## src/rtl/serial_addsub_pkg.sv

```systemverilog
// Shared types and constants for the bit-serial adder/subtractor.
package addsub_pkg;

    typedef enum logic {S_IDLE, S_RUN} addsub_state_t;

    localparam logic MODE_ADD = 1'b1;
    localparam logic MODE_SUB = 1'b0;

endpackage

```

## src/rtl/serial_addsub_fas.sv

```systemverilog
// Single-bit full adder/subtractor cell: s = a +/- b +/- cin, with carry or borrow out.
module fas
    import addsub_pkg::*;
(
    input  logic a,
    input  logic b,
    input  logic cin,
    input  logic mode,
    output logic s,
    output logic cout
);

    // Sum and difference share the XOR; only the carry/borrow term depends on mode.
    always_comb begin
        s = a ^ b ^ cin;
        if (mode == MODE_SUB) begin
            cout = (~a & b) | (~(a ^ b) & cin);
        end else begin
            cout = (a & b) | ((a ^ b) & cin);
        end
    end

endmodule

```

## src/rtl/serial_addsub.sv

```systemverilog
// Bit-serial WIDTH-bit adder/subtractor: one fas cell, one bit per clock, LSB first.
module serial_addsub
    import addsub_pkg::*;
#(
    parameter int unsigned WIDTH = 8
) (
    input  logic             clk,
    input  logic             rst_n,
    input  logic             start,
    input  logic [WIDTH-1:0] a,
    input  logic [WIDTH-1:0] b,
    input  logic             cin,
    input  logic             add_nsub,
    output logic             busy,
    output logic             done,
    output logic [WIDTH-1:0] result,
    output logic             cout,
    output logic             ovf
);

    localparam int unsigned    CW   = (WIDTH > 1) ? $clog2(WIDTH) : 1;
    localparam logic [CW-1:0]  LAST = CW'(WIDTH - 1);

    addsub_state_t    state, state_nxt;
    logic [WIDTH-1:0] a_sr, b_sr, res_sr, res_next;
    logic             carry, mode_q;
    logic [CW-1:0]    cnt;
    logic             load, step, last;
    logic             cell_s, cell_c;

    fas u_fas (
        .a    (a_sr[0]),
        .b    (b_sr[0]),
        .cin  (carry),
        .mode (mode_q),
        .s    (cell_s),
        .cout (cell_c)
    );

    assign busy = (state == S_RUN);
    assign last = (cnt == LAST);

    // Result shift register with the new bit entering at the MSB (works for WIDTH=1 too).
    always_comb begin
        res_next            = res_sr >> 1;
        res_next[WIDTH-1]   = cell_s;
    end

    // State register.
    always_ff @(posedge clk or negedge rst_n) begin
        if (!rst_n) begin
            state <= S_IDLE;
        end else begin
            state <= state_nxt;
        end
    end

    // Next-state logic and datapath strobes.
    always_comb begin
        state_nxt = state;
        load      = 1'b0;
        step      = 1'b0;
        case (state)
            S_IDLE: begin
                if (start) begin
                    load      = 1'b1;
                    state_nxt = S_RUN;
                end
            end
            S_RUN: begin
                step = 1'b1;
                if (last) begin
                    state_nxt = S_IDLE;
                end
            end
        endcase
    end

    // Operand capture, per-bit shifting and final result load.
    always_ff @(posedge clk or negedge rst_n) begin
        if (!rst_n) begin
            a_sr   <= '0;
            b_sr   <= '0;
            res_sr <= '0;
            carry  <= 1'b0;
            mode_q <= 1'b0;
            cnt    <= '0;
            result <= '0;
            cout   <= 1'b0;
            ovf    <= 1'b0;
            done   <= 1'b0;
        end else begin
            done <= step & last;
            if (load) begin
                a_sr   <= a;
                b_sr   <= b;
                carry  <= cin;
                mode_q <= add_nsub;
                cnt    <= '0;
                res_sr <= '0;
            end else if (step) begin
                a_sr   <= a_sr >> 1;
                b_sr   <= b_sr >> 1;
                res_sr <= res_next;
                carry  <= cell_c;
                cnt    <= cnt + CW'(1);
                if (last) begin
                    result <= res_next;
                    cout   <= cell_c;
                    // carry holds the carry/borrow into the MSB at this point
                    ovf    <= carry ^ cell_c;
                end
            end
        end
    end

endmodule

```

## config.mk

```make
export PLATFORM = sky130hd
export DESIGN_NAME = serial_addsub
export DESIGN_NICKNAME = d
export VERILOG_FILES = /design/src/rtl/serial_addsub_pkg.sv /design/src/rtl/serial_addsub_fas.sv /design/src/rtl/serial_addsub.sv
export SDC_FILE = /design/constraint.sdc
export NUM_CORES = 1
export LEC_CHECK = 0
export CORE_UTILIZATION = 57
export CTS_BUF_LIST = sky130_fd_sc_hd__clkbuf_4
export CTS_CLUSTER_DIAMETER = 120
export DETAILED_ROUTE_END_ITERATION = 7
export GPL_TIMING_DRIVEN = 1
export PLACE_DENSITY_LB_ADDON = 0.25
export SYNTH_ARGS = -nofsm -noshare
export SYNTH_HDL_FRONTEND = slang
export SYNTH_SLANG_ARGS = --single-unit
```

## constraint.sdc

```tcl
create_clock -name clk -period 4.05 [get_ports clk]
set_input_delay 0.405 -clock clk [delete_from_list [all_inputs] [get_ports clk]]
set_output_delay 0.405 -clock clk [all_outputs]
set_load 0.01 [all_outputs]
```

==> flow_metrics.py, run 1 <==
metrics = {
    "run_status": {
        "status": "complete, but fails checks",
        "violations": "design-rule violations",
    },
    "timing": {
        "worst_pin_slew_ns": 0.868,
        "drv_slew": 0,
        "skew_ns": 0.0132,
        "hold_viol": 0,
        "setup_viol": 0,
        "fmax_mhz": 433,
        "relSlewSlack": 0.421,
        "rsz0062_at_grt": "false",
        "fin_crit_ns": 2.31,
        "fin_setup_tns_ns": 0,
        "final.period_utilization": 0.571,
    },
    "clocking": {
        "h-tree-depth": 2,
        "clockRootBuffer": "clkbuf_4",
        "cts_buffer_depth": 2,
        "ctsHoldBuffers": 0,
        "insertion_delay_ns": 0.35,
        "cts_tree": "done",
        "cts_num_sinks": 40,
        "ctsResizeCount": 0,
        "clk_pin_slew_ns": 0.11,
        "cts_buffers": 5,
        "post_cts_buffers": 0,
    },
    "power_and_ir_drop": {
        "total_power_w": 0.00141,
        "p_per_area_nw_per_um2": 668,
        "pwr-share-seq": 0.498,
        "clkPwrFrac": 0.130,
        "p_comb_frac": 0.372,
        "internal_power_w": 0.000917,
        "p_switching_w": 0.000492,
        "swShare": 0.349,
        "peakVddDrop_uv": 412,
        "power.leakage_nw": 0.978,
    },
    "route": {
        "dr_total_vias": 1167,
        "drt_iter0_markers": 37,
        "wl_mm": 3.14,
        "drt_pass1_iterations": 6,
        "detail-route-antenna-nets": 0,
        "via_per_inst": 5.50,
        "wl_per_cell_um": 14.8,
        "post-route-drc-count": 2,
    },
    "die": {
        "dieWidth_um": 57.3,
        "rows": 19,
        "die-area_um2": 3290,
        "core-area_um2": 2830,
        "ios": 33,
        "die_y_um": 57.3,
        "initial_utilization": 0.617,
    },
    "setup_path": {
        "startpoint_type": "flip-flop",
        "cp_num_buf_inv": 1,
        "critical-path-top-delay-family": "flip-flops",
        "slowest_delay_ns": 0.89,
        "path_cells": "clkdlybuf4s50_1",
        "end_kind": "output port",
        "cp_slowest_cell": "dfrtp_1",
        "cp.required_ns": 3.64,
        "crit_fanout": 29,
        "crit_type": "flip-flop to output port",
        "worstPathArrival_ns": 1.91,
    },
    "global_routing": {
        "grt_max_degree": 41,
        "grt_pass1_vias": 1202,
        "grt_pass1_wl_mm": 5.22,
        "grt.total_usage": 0.218,
        "gr-total-overflow": 0,
        "grt_antenna_before_repair": 0,
    },
    "yosys": {
        "synth_area_um2": 1740,
        "synth-edff-count": 0,
        "ys.flop_type": "dfrtp_1",
        "synth_commonest_cells": "dfrtp_1 (40), nand2_1 (22), o21ai_0 (21)",
        "yosysUniqueCellTypes": 22,
        "synth-seq-cells": 40,
        "syn_area_per_cell_um2": 11.6,
        "synthArstFlopShare": 1.00,
        "synth_area_leaders": "dfrtp_1 (57%), mux2i_1 (9.2%), mux2_2 (6.5%)",
        "synth_most_common_cell": "dfrtp_1",
        "synth_cells": 150,
        "synth_top_area_share": 0.574,
        "yosysTopAreaCell": "dfrtp_1",
        "syn-num-nets": 175,
        "synth_seq_area_share": 0.574,
        "yosysWarnings": 0,
    },
    "cells_and_area": {
        "syn2layout_area_growth_pct": 20.8,
        "final_util": 0.745,
        "stdcell_area_um2": 2110,
        "nets": 206,
        "n_antenna_cell": 0,
        "layout.cells.non_filler": 212,
        "drive_gt1_frac": 0.110,
    },
    "place": {
        "numPortBuffers": 32,
        "gp_congestion": 0.702,
        "placed_area_um2": 2060,
        "dp_hpwl_mm": 2.22,
        "dp_cells": 205,
    },
    "job": {
        "cap_violations": 0,
    },
    "hold_path": {
        "holdCritPathClass": "input port to asynchronous set/reset pin",
    },
}
==> power by group through the flow <==
| stage | clock, W | sequential, W | combinational (W) |
|---|---|---|---|
| 2_1_floorplan | 0 | 0.000680 | 0.000344 |
| 3_3_place_gp | 0 | 0.000699 | 0.000493 |
| 3_5_place_dp | 0 | 0.000712 | 0.000529 |
| 4_1_cts | 0.000188 | 0.000704 | 0.000533 |
| 5_1_grt | 0.000200 | 0.000728 | 0.000587 |
| 6_report | 0.000183 | 0.000702 | 0.000524 |
==> logic make-up after synthesis <==
| logic type | count (synthesis) | synth area share |
|---|---|---|
| multiplexers | 26 | 0.156 |
| AND/OR/NAND/NOR | 40 | 0.109 |
| flip-flops | 40 | 0.574 |
| buffers and inverters | 13 | 0.0359 |
| adder cells (fa/ha/maj) | 4 | 0.0373 |
| AO/OA/AOI/OAI | 27 | 0.0875 |
==> placed cells by master, fill, tap and decap left out, drive strengths merged <==
cell,instances
a211oi,1
a21oi,1
a22o,3
buf,3
clkbuf,5
clkdlybuf4s50,31
clkinv,2
dfrtp,40
fa,2
ha,2
inv,3
mux2,10
mux2i,16
nand2,23
nand2b,6
nand3,1
nor2,4
nor2b,4
o2111ai,1
o21ai,21
or2,1
or4,1
==> worst register-to-register path, cell delays in order, from the launching register on <==
cell and delay, ns:
dfrtp_1 0.89, nand2_4 0.25, or4_1 0.57, nand3_1 0.09
==> flip-flops by register name, summed over array words and instances (netlist names) <==
name    cells
res_sr      7
carry       1
ovf         1
mode_q      1
cnt         3
cout        1
busy        1
result      8
b_sr        8
done        1
a_sr        8
==> final timing paths <==
| path | from | to | slack [ns] | cells past startpoint |
|---|---|---|---|---|
| worst min-delay path | rst_n | result[7] | 0.15 | 1 |
| worst max register to register | busy | ovf | 2.21 | 3 |
| worst max-delay path | busy | busy | 1.74 | 1 |
| min in group clk | a_sr[7] | a_sr[6] | 0.50 | 2 |
| max in group asynchronous | rst_n | b_sr[2] | 3.35 | 1 |
| worst min register to register | a_sr[7] | a_sr[6] | 0.50 | 2 |
==> layer usage <==
layer / GRT usage / wire length, µm / up-vias
li1: - / - / 565
met1: 0.245 / 1320 / 574
met2: 0.382 / 1630 / 22
met3: 0.0680 / 122 / 6
met4: 0.0976 / 57 / 0
met5: 0 / 0 / -
==> metrics by stage <==
step	setup slack, ns	hold slack (ns)
2_1_floorplan	2.55	0.109
3_3_place_gp	2.15	0.459
3_5_place_dp	2.12	0.479
4_1_cts	1.72	0.167
5_1_grt	1.64	0.203
6_report	1.74	0.155
==> area by class of cell <==
type	count	area (µm²)
Clock buffer	5	37.5
Clock inverter	2	7.51
Fill cell	205	722
Inverter	3	11.3
Multi-Input combinational cell	97	681
Sequential cell	40	1000
Tap cell	31	38.8
Timing Repair Buffer	34	330
Power figures use the tool's default switching activity.
==> run 2, diff against run 1 <==
- CORE_UTILIZATION: 57 -> 53
- clock period: 4.05 -> 2.15 ns (I/O delays scaled with it)
==> flow_metrics.py, run 2 (same netlist as run 1, synthesis figures left out) <==
metrics = {
    "global_routing": {
        "grt.total_usage": 0.215,
        "grt_max_degree": 41,
        "grt_pass1_wl_mm": 5.38,
        "gr-total-overflow": 0,
        "grt_antenna_before_repair": 0,
        "grt_pass1_vias": 1237,
    },
    "setup_path": {
        "startpoint_type": "flip-flop",
        "cp_slowest_cell": "clkdlybuf4s50_1",
        "crit_type": "flip-flop to output port",
        "critical-path-top-delay-family": "buffers and inverters",
        "slowest_delay_ns": 0.62,
        "path_cells": "clkdlybuf4s50_1",
        "crit_fanout": 11,
        "cp_num_buf_inv": 1,
        "cp.required_ns": 1.93,
        "worstPathArrival_ns": 1.55,
        "end_kind": "output port",
    },
    "clocking": {
        "cts_buffers": 5,
        "ctsResizeCount": 0,
        "post_cts_buffers": 0,
        "insertion_delay_ns": 0.34,
        "cts_num_sinks": 40,
        "h-tree-depth": 2,
        "clockRootBuffer": "clkbuf_4",
        "cts_buffer_depth": 2,
        "cts_tree": "done",
        "clk_pin_slew_ns": 0.11,
    },
    "timing": {
        "worst_pin_slew_ns": 0.866,
        "hold_viol": 0,
        "fin_crit_ns": 1.76,
        "drv_slew": 0,
        "relSlewSlack": 0.423,
        "fmax_mhz": 568,
        "skew_ns": 0.0123,
        "fin_setup_tns_ns": 0,
        "setup_slack_ns": 0.389,
        "rsz0062_at_grt": "false",
        "final.period_utilization": 0.819,
        "setup_viol": 0,
    },
    "cells_and_area": {
        "final_common_cell": "dfrtp_1",
        "drive_gt1_frac": 0.120,
        "multi_input_area_um2": 681,
        "nets": 209,
        "ff_latch_area_um2": 1000,
        "final_cell_mix": "dfrtp_1 (40), clkdlybuf4s50_1 (31), nand2_1 (22)",
        "fill_cells": 250,
        "n_antenna_cell": 0,
        "largestRegisters": "a_sr x8, b_sr x8, result x8",
        "syn2layout_area_growth_pct": 23.2,
    },
    "job": {
        "cap_violations": 0,
    },
    "die": {
        "initial_utilization": 0.567,
        "die-area_um2": 3520,
        "rows": 20,
        "ios": 33,
        "core-area_um2": 3080,
        "dieWidth_um": 59.4,
        "die_y_um": 59.4,
    },
    "place": {
        "numPortBuffers": 32,
        "gp_congestion": 0.727,
        "dp_hpwl_mm": 2.20,
        "post-place-ws_ns": 0.525,
    },
    "route": {
        "dr_total_vias": 1176,
        "wl_mm": 3.09,
        "detail-route-antenna-nets": 0,
        "wl_per_cell_um": 13.5,
        "drt_iter0_markers": 9,
        "via_per_inst": 5.16,
        "post-route-drc-count": 0,
        "drt_pass1_iterations": 4,
    },
    "power_and_ir_drop": {
        "p_per_area_nw_per_um2": 1240,
        "peakVddDrop_uv": 726,
        "power.leakage_nw": 0.991,
    },
    "run_status": {
        "status": "complete, no violations",
    },
    "hold_path": {
        "holdCritPathClass": "flip-flop to flip-flop",
    },
}
## run 2: cell count changes in the layout (fill, tap and decap cells not counted), sizes merged
cell / previous run / this run
buf: 3 / 5
dlygate4sd3: 0 / 1
## run 2: path summary, 6_finish.rpt
check,from,to,slack (ns),depth (start not counted)
setup reg to reg,b_sr[0],ovf,0.59,5
setup / recovery,busy,busy,0.39,1
min in group asynchronous,rst_n,result[3],0.51,2
hold reg to reg,b_sr[1],b_sr[0],0.48,2
hold / removal,b_sr[1],b_sr[0],0.48,2
max in group asynchronous,rst_n,res_sr[1],1.09,2
## run 2: stage by stage
step,area (µm²),hold slack [ns],util,power [W],cells
floorplan,1740,-0.0806,-,0.00193,150
global placement,2090,0.359,0.680,0.00226,220
detailed placement,2090,0.374,0.680,0.00236,220
CTS,2150,0.482,0.698,0.00270,228
global route,2150,0.481,0.698,0.00288,228
finish,2150,0.485,0.698,0.00266,228
## run 2: layout make-up
type                    instances  share of cell area
multi-input cells              97               0.317
inverters                       3             0.00524
repair buffers                 37               0.165
clock buffers                   5              0.0175
clock inverters                 2             0.00349
well taps                      44              0.0256
flip-flops and latches         40               0.466
## run 2: worst register-to-register path, delay by kind of cell (launching register included)
kind | cells | cell delay (ns)
and+or+nand+nor | 3 | 0.63
adders and majority gates | 1 | 0.41
DFF | 1 | 0.40
buffers and inverters | 1 | 0.07
## run 2: power by group
part | switching, W | internal, W | total (W)
Sequential | 0.000215 | 0.00107 | 0.00128
Combinational | 0.000483 | 0.000558 | 0.00104
Clock | 0.000221 | 0.000114 | 0.000335
## run 2: per-layer routing
| metal | track usage | up-vias | wire length, µm |
|---|---|---|---|
| met5 | 0 | - | 0 |
| met4 | 0.102 | 0 | 54 |
| met3 | 0.0677 | 5 | 108 |
| met2 | 0.369 | 23 | 1670 |
| met1 | 0.242 | 573 | 1260 |
| li1 | - | 575 | - |
## run 2: repair_timing
action,4_1_cts,5_1_grt
hold endpoints to repair,9,0
endpoints found under the setup margin,0,0
hold buffers,1,0
==> RTL change: new RTL, config.mk and constraints of run 2 <==
The output `done` loses its register stage (`done` becomes a continuous assignment).
--- a/src/rtl/serial_addsub.sv
+++ b/src/rtl/serial_addsub.sv
@@ -88,9 +88,7 @@
             result <= '0;
             cout   <= 1'b0;
             ovf    <= 1'b0;
-            done   <= 1'b0;
         end else begin
-            done <= step & last;
             if (load) begin
                 a_sr   <= a;
                 b_sr   <= b;
@@ -114,5 +112,7 @@
         end
     end
 
+    assign done = step & last;
+
 endmodule
 
Check against the original RTL: not equivalent (a bounded check fails within 10 cycles, from zero or initial values and one cycle with rst_n low).
==> RTL change against run 2 <==
Area after synthesis fell by 1.4%; die area shrank 1.4%; worst setup slack worse by 0.23 ns; design area shrank 0.58%; worst hold slack got worse by 0.0078 ns; total power grew 0.27%; wire length is 5.7% lower; highest routed layer unchanged; sequential cell count fell by 1.
==> RTL change: results (changes against run 2) <==
- Worst r2r src: cnt[0] (was b_sr[0])
- Post-CTS Resized: 0 (unchanged)
- Clock power frac: 0.142 (was 0.126)
- Hold_ws: 0.477 ns (was 0.485 ns)
- Synth warnings: 0 (unchanged)
- Dpl ws: 0.409 ns (was 0.525 ns)
- HP Class: input pin to flip-flop (was flip-flop to flip-flop)
- End point of the critical path: done (was busy)
- Syn_nets: 174 (was 175)
- Main area contributors after synthesis: dfrtp_1 (57%), mux2i_1 (9.3%), mux2_2 (6.6%) (was dfrtp_1 (57%), mux2i_1 (9.2%), mux2_2 (6.5%))
- Post-synthesis sequential area ratio: 0.568 (was 0.574)
- Ant diodes: 0 (unchanged)
- Biggest regs: a_sr x8, b_sr x8, result x8 (unchanged)
- WL/cell: 12.8 um (was 13.5 um)
- Switching share of power: 0.343 (was 0.346)
- Max Fanout on Critical Path: 4 (was 11)
- Power share of the combinational group: 0.388 (was 0.392)
- Least-Margin Pin Slew: 0.821 ns (was 0.866 ns)
- Synth cell count leaders: dfrtp_1 (39), nand2_1 (22), o21ai_0 (21) (was dfrtp_1 (40), nand2_1 (22), o21ai_0 (21))
- Status: completed (unchanged)
- Initial DRT Pass Iterations: 4 (unchanged)
- Largest net degree at the start of global routing: 52 (was 41)
- Min cycle time layout: 1.99 ns (was 1.76 ns)
- Reg-to-reg slack, setup: 0.53 ns (was 0.59 ns)
- Antenna Nets Post-Route: 0 (unchanged)
- CTS H-tree lvls: 2 (unchanged)
- Clk_lat worst skew: 0.34 ns (about the same)
- Clk slew on worst S/H paths: 0.11 ns (about the same)
- Routed vias: 1134 (was 1176)
- Clock Path Buffers: 2 (unchanged)
- Leakage: 0.987 nW (was 0.991 nW)
- Final #Nets: 208 (was 209)
- Worst path arrival time: 1.77 ns (was 1.55 ns)
- All-Layer GR Usage: 0.203 (was 0.215)
- Layout cells sized above 1: 0.136 (was 0.120)
- Hold_sp: a[7] (was b_sr[1])
- I/O Buffers: 32 (unchanged)
- P_clk: 0.379 mW (was 0.335 mW)
- VDD IR max: 0.848 mV (was 0.726 mV)
- Synth unique cells: 22 (unchanged)
- Routability cong.: 0.758 (was 0.727)
- Number of cells on the worst hold path: 3 (was 2)
- Worst reg2reg endpoint: ovf (unchanged)
- Asr flop ratio synth: 1.00 (unchanged)
- Dpl hpwl: 2010 um (was 2200 um)
- Hold EP: a_sr[7] (was b_sr[0])
- First-pass GRT wire length: 4960 um (was 5380 um)
- Clock Skew: 0.00804 ns (was 0.0123 ns)
- R2r worst-path depth: 6 (was 5)
- Starting DRT DRC Count: 34 (was 9)
[RTL change: area by class of cell]
type	instances	area, um2
Timing Repair Buffer	37	355
Inverter	3	11.3
Clock buffer	7	52.6
Clock inverter	1	5.00
Multi-Input combinational cell	97	681
Tap cell	44	55.1
Fill cell	233	917
Sequential cell	39	976
[RTL change: logic make-up (layout without fill, tap and decap cells)]
group | after synthesis | in the layout | synth area share
adders and majority gates | 4 | 4 | 0.0378
DFF | 39 | 39 | 0.568
buffers and inverters | 13 | 48 | 0.0364
muxes | 26 | 26 | 0.159
and+or+nand+nor | 40 | 40 | 0.111
AOI/OAI and AO/OA | 27 | 27 | 0.0888
[RTL change: per-layer routing]
layer	vias to the layer above	GRT usage	share of wire
met4	0	0.112	0.024
met5	-	0	0
met3	4	0.0659	0.036
met1	535	0.246	0.44
met2	22	0.321	0.50
li1	573	-	-
[RTL change: stage by stage]
| stage | util | cell area (um2) | cells |
|---|---|---|---|
| floorplan | - | 1720 | 149 |
| global placement | 0.673 | 2050 | 217 |
| detailed placement | 0.673 | 2050 | 217 |
| CTS | 0.695 | 2120 | 226 |
| global route | 0.700 | 2140 | 228 |
| finish | 0.700 | 2140 | 228 |
[RTL change: repair_timing]
item | in CTS | in global routing
buffers inserted | 0 | 2
endpoints found under the hold margin | 39 | 0
endpoints found under the setup margin | 0 | 1
hold buffers | 1 | 0
[RTL change: critical path: stages, from the launching register on]
cell	delay, ns
dfrtp_1	0.40
ha_1	0.20
ha_1	0.22
nand2_4	0.08
inv_1	0.05
clkdlybuf4s50_1	0.47
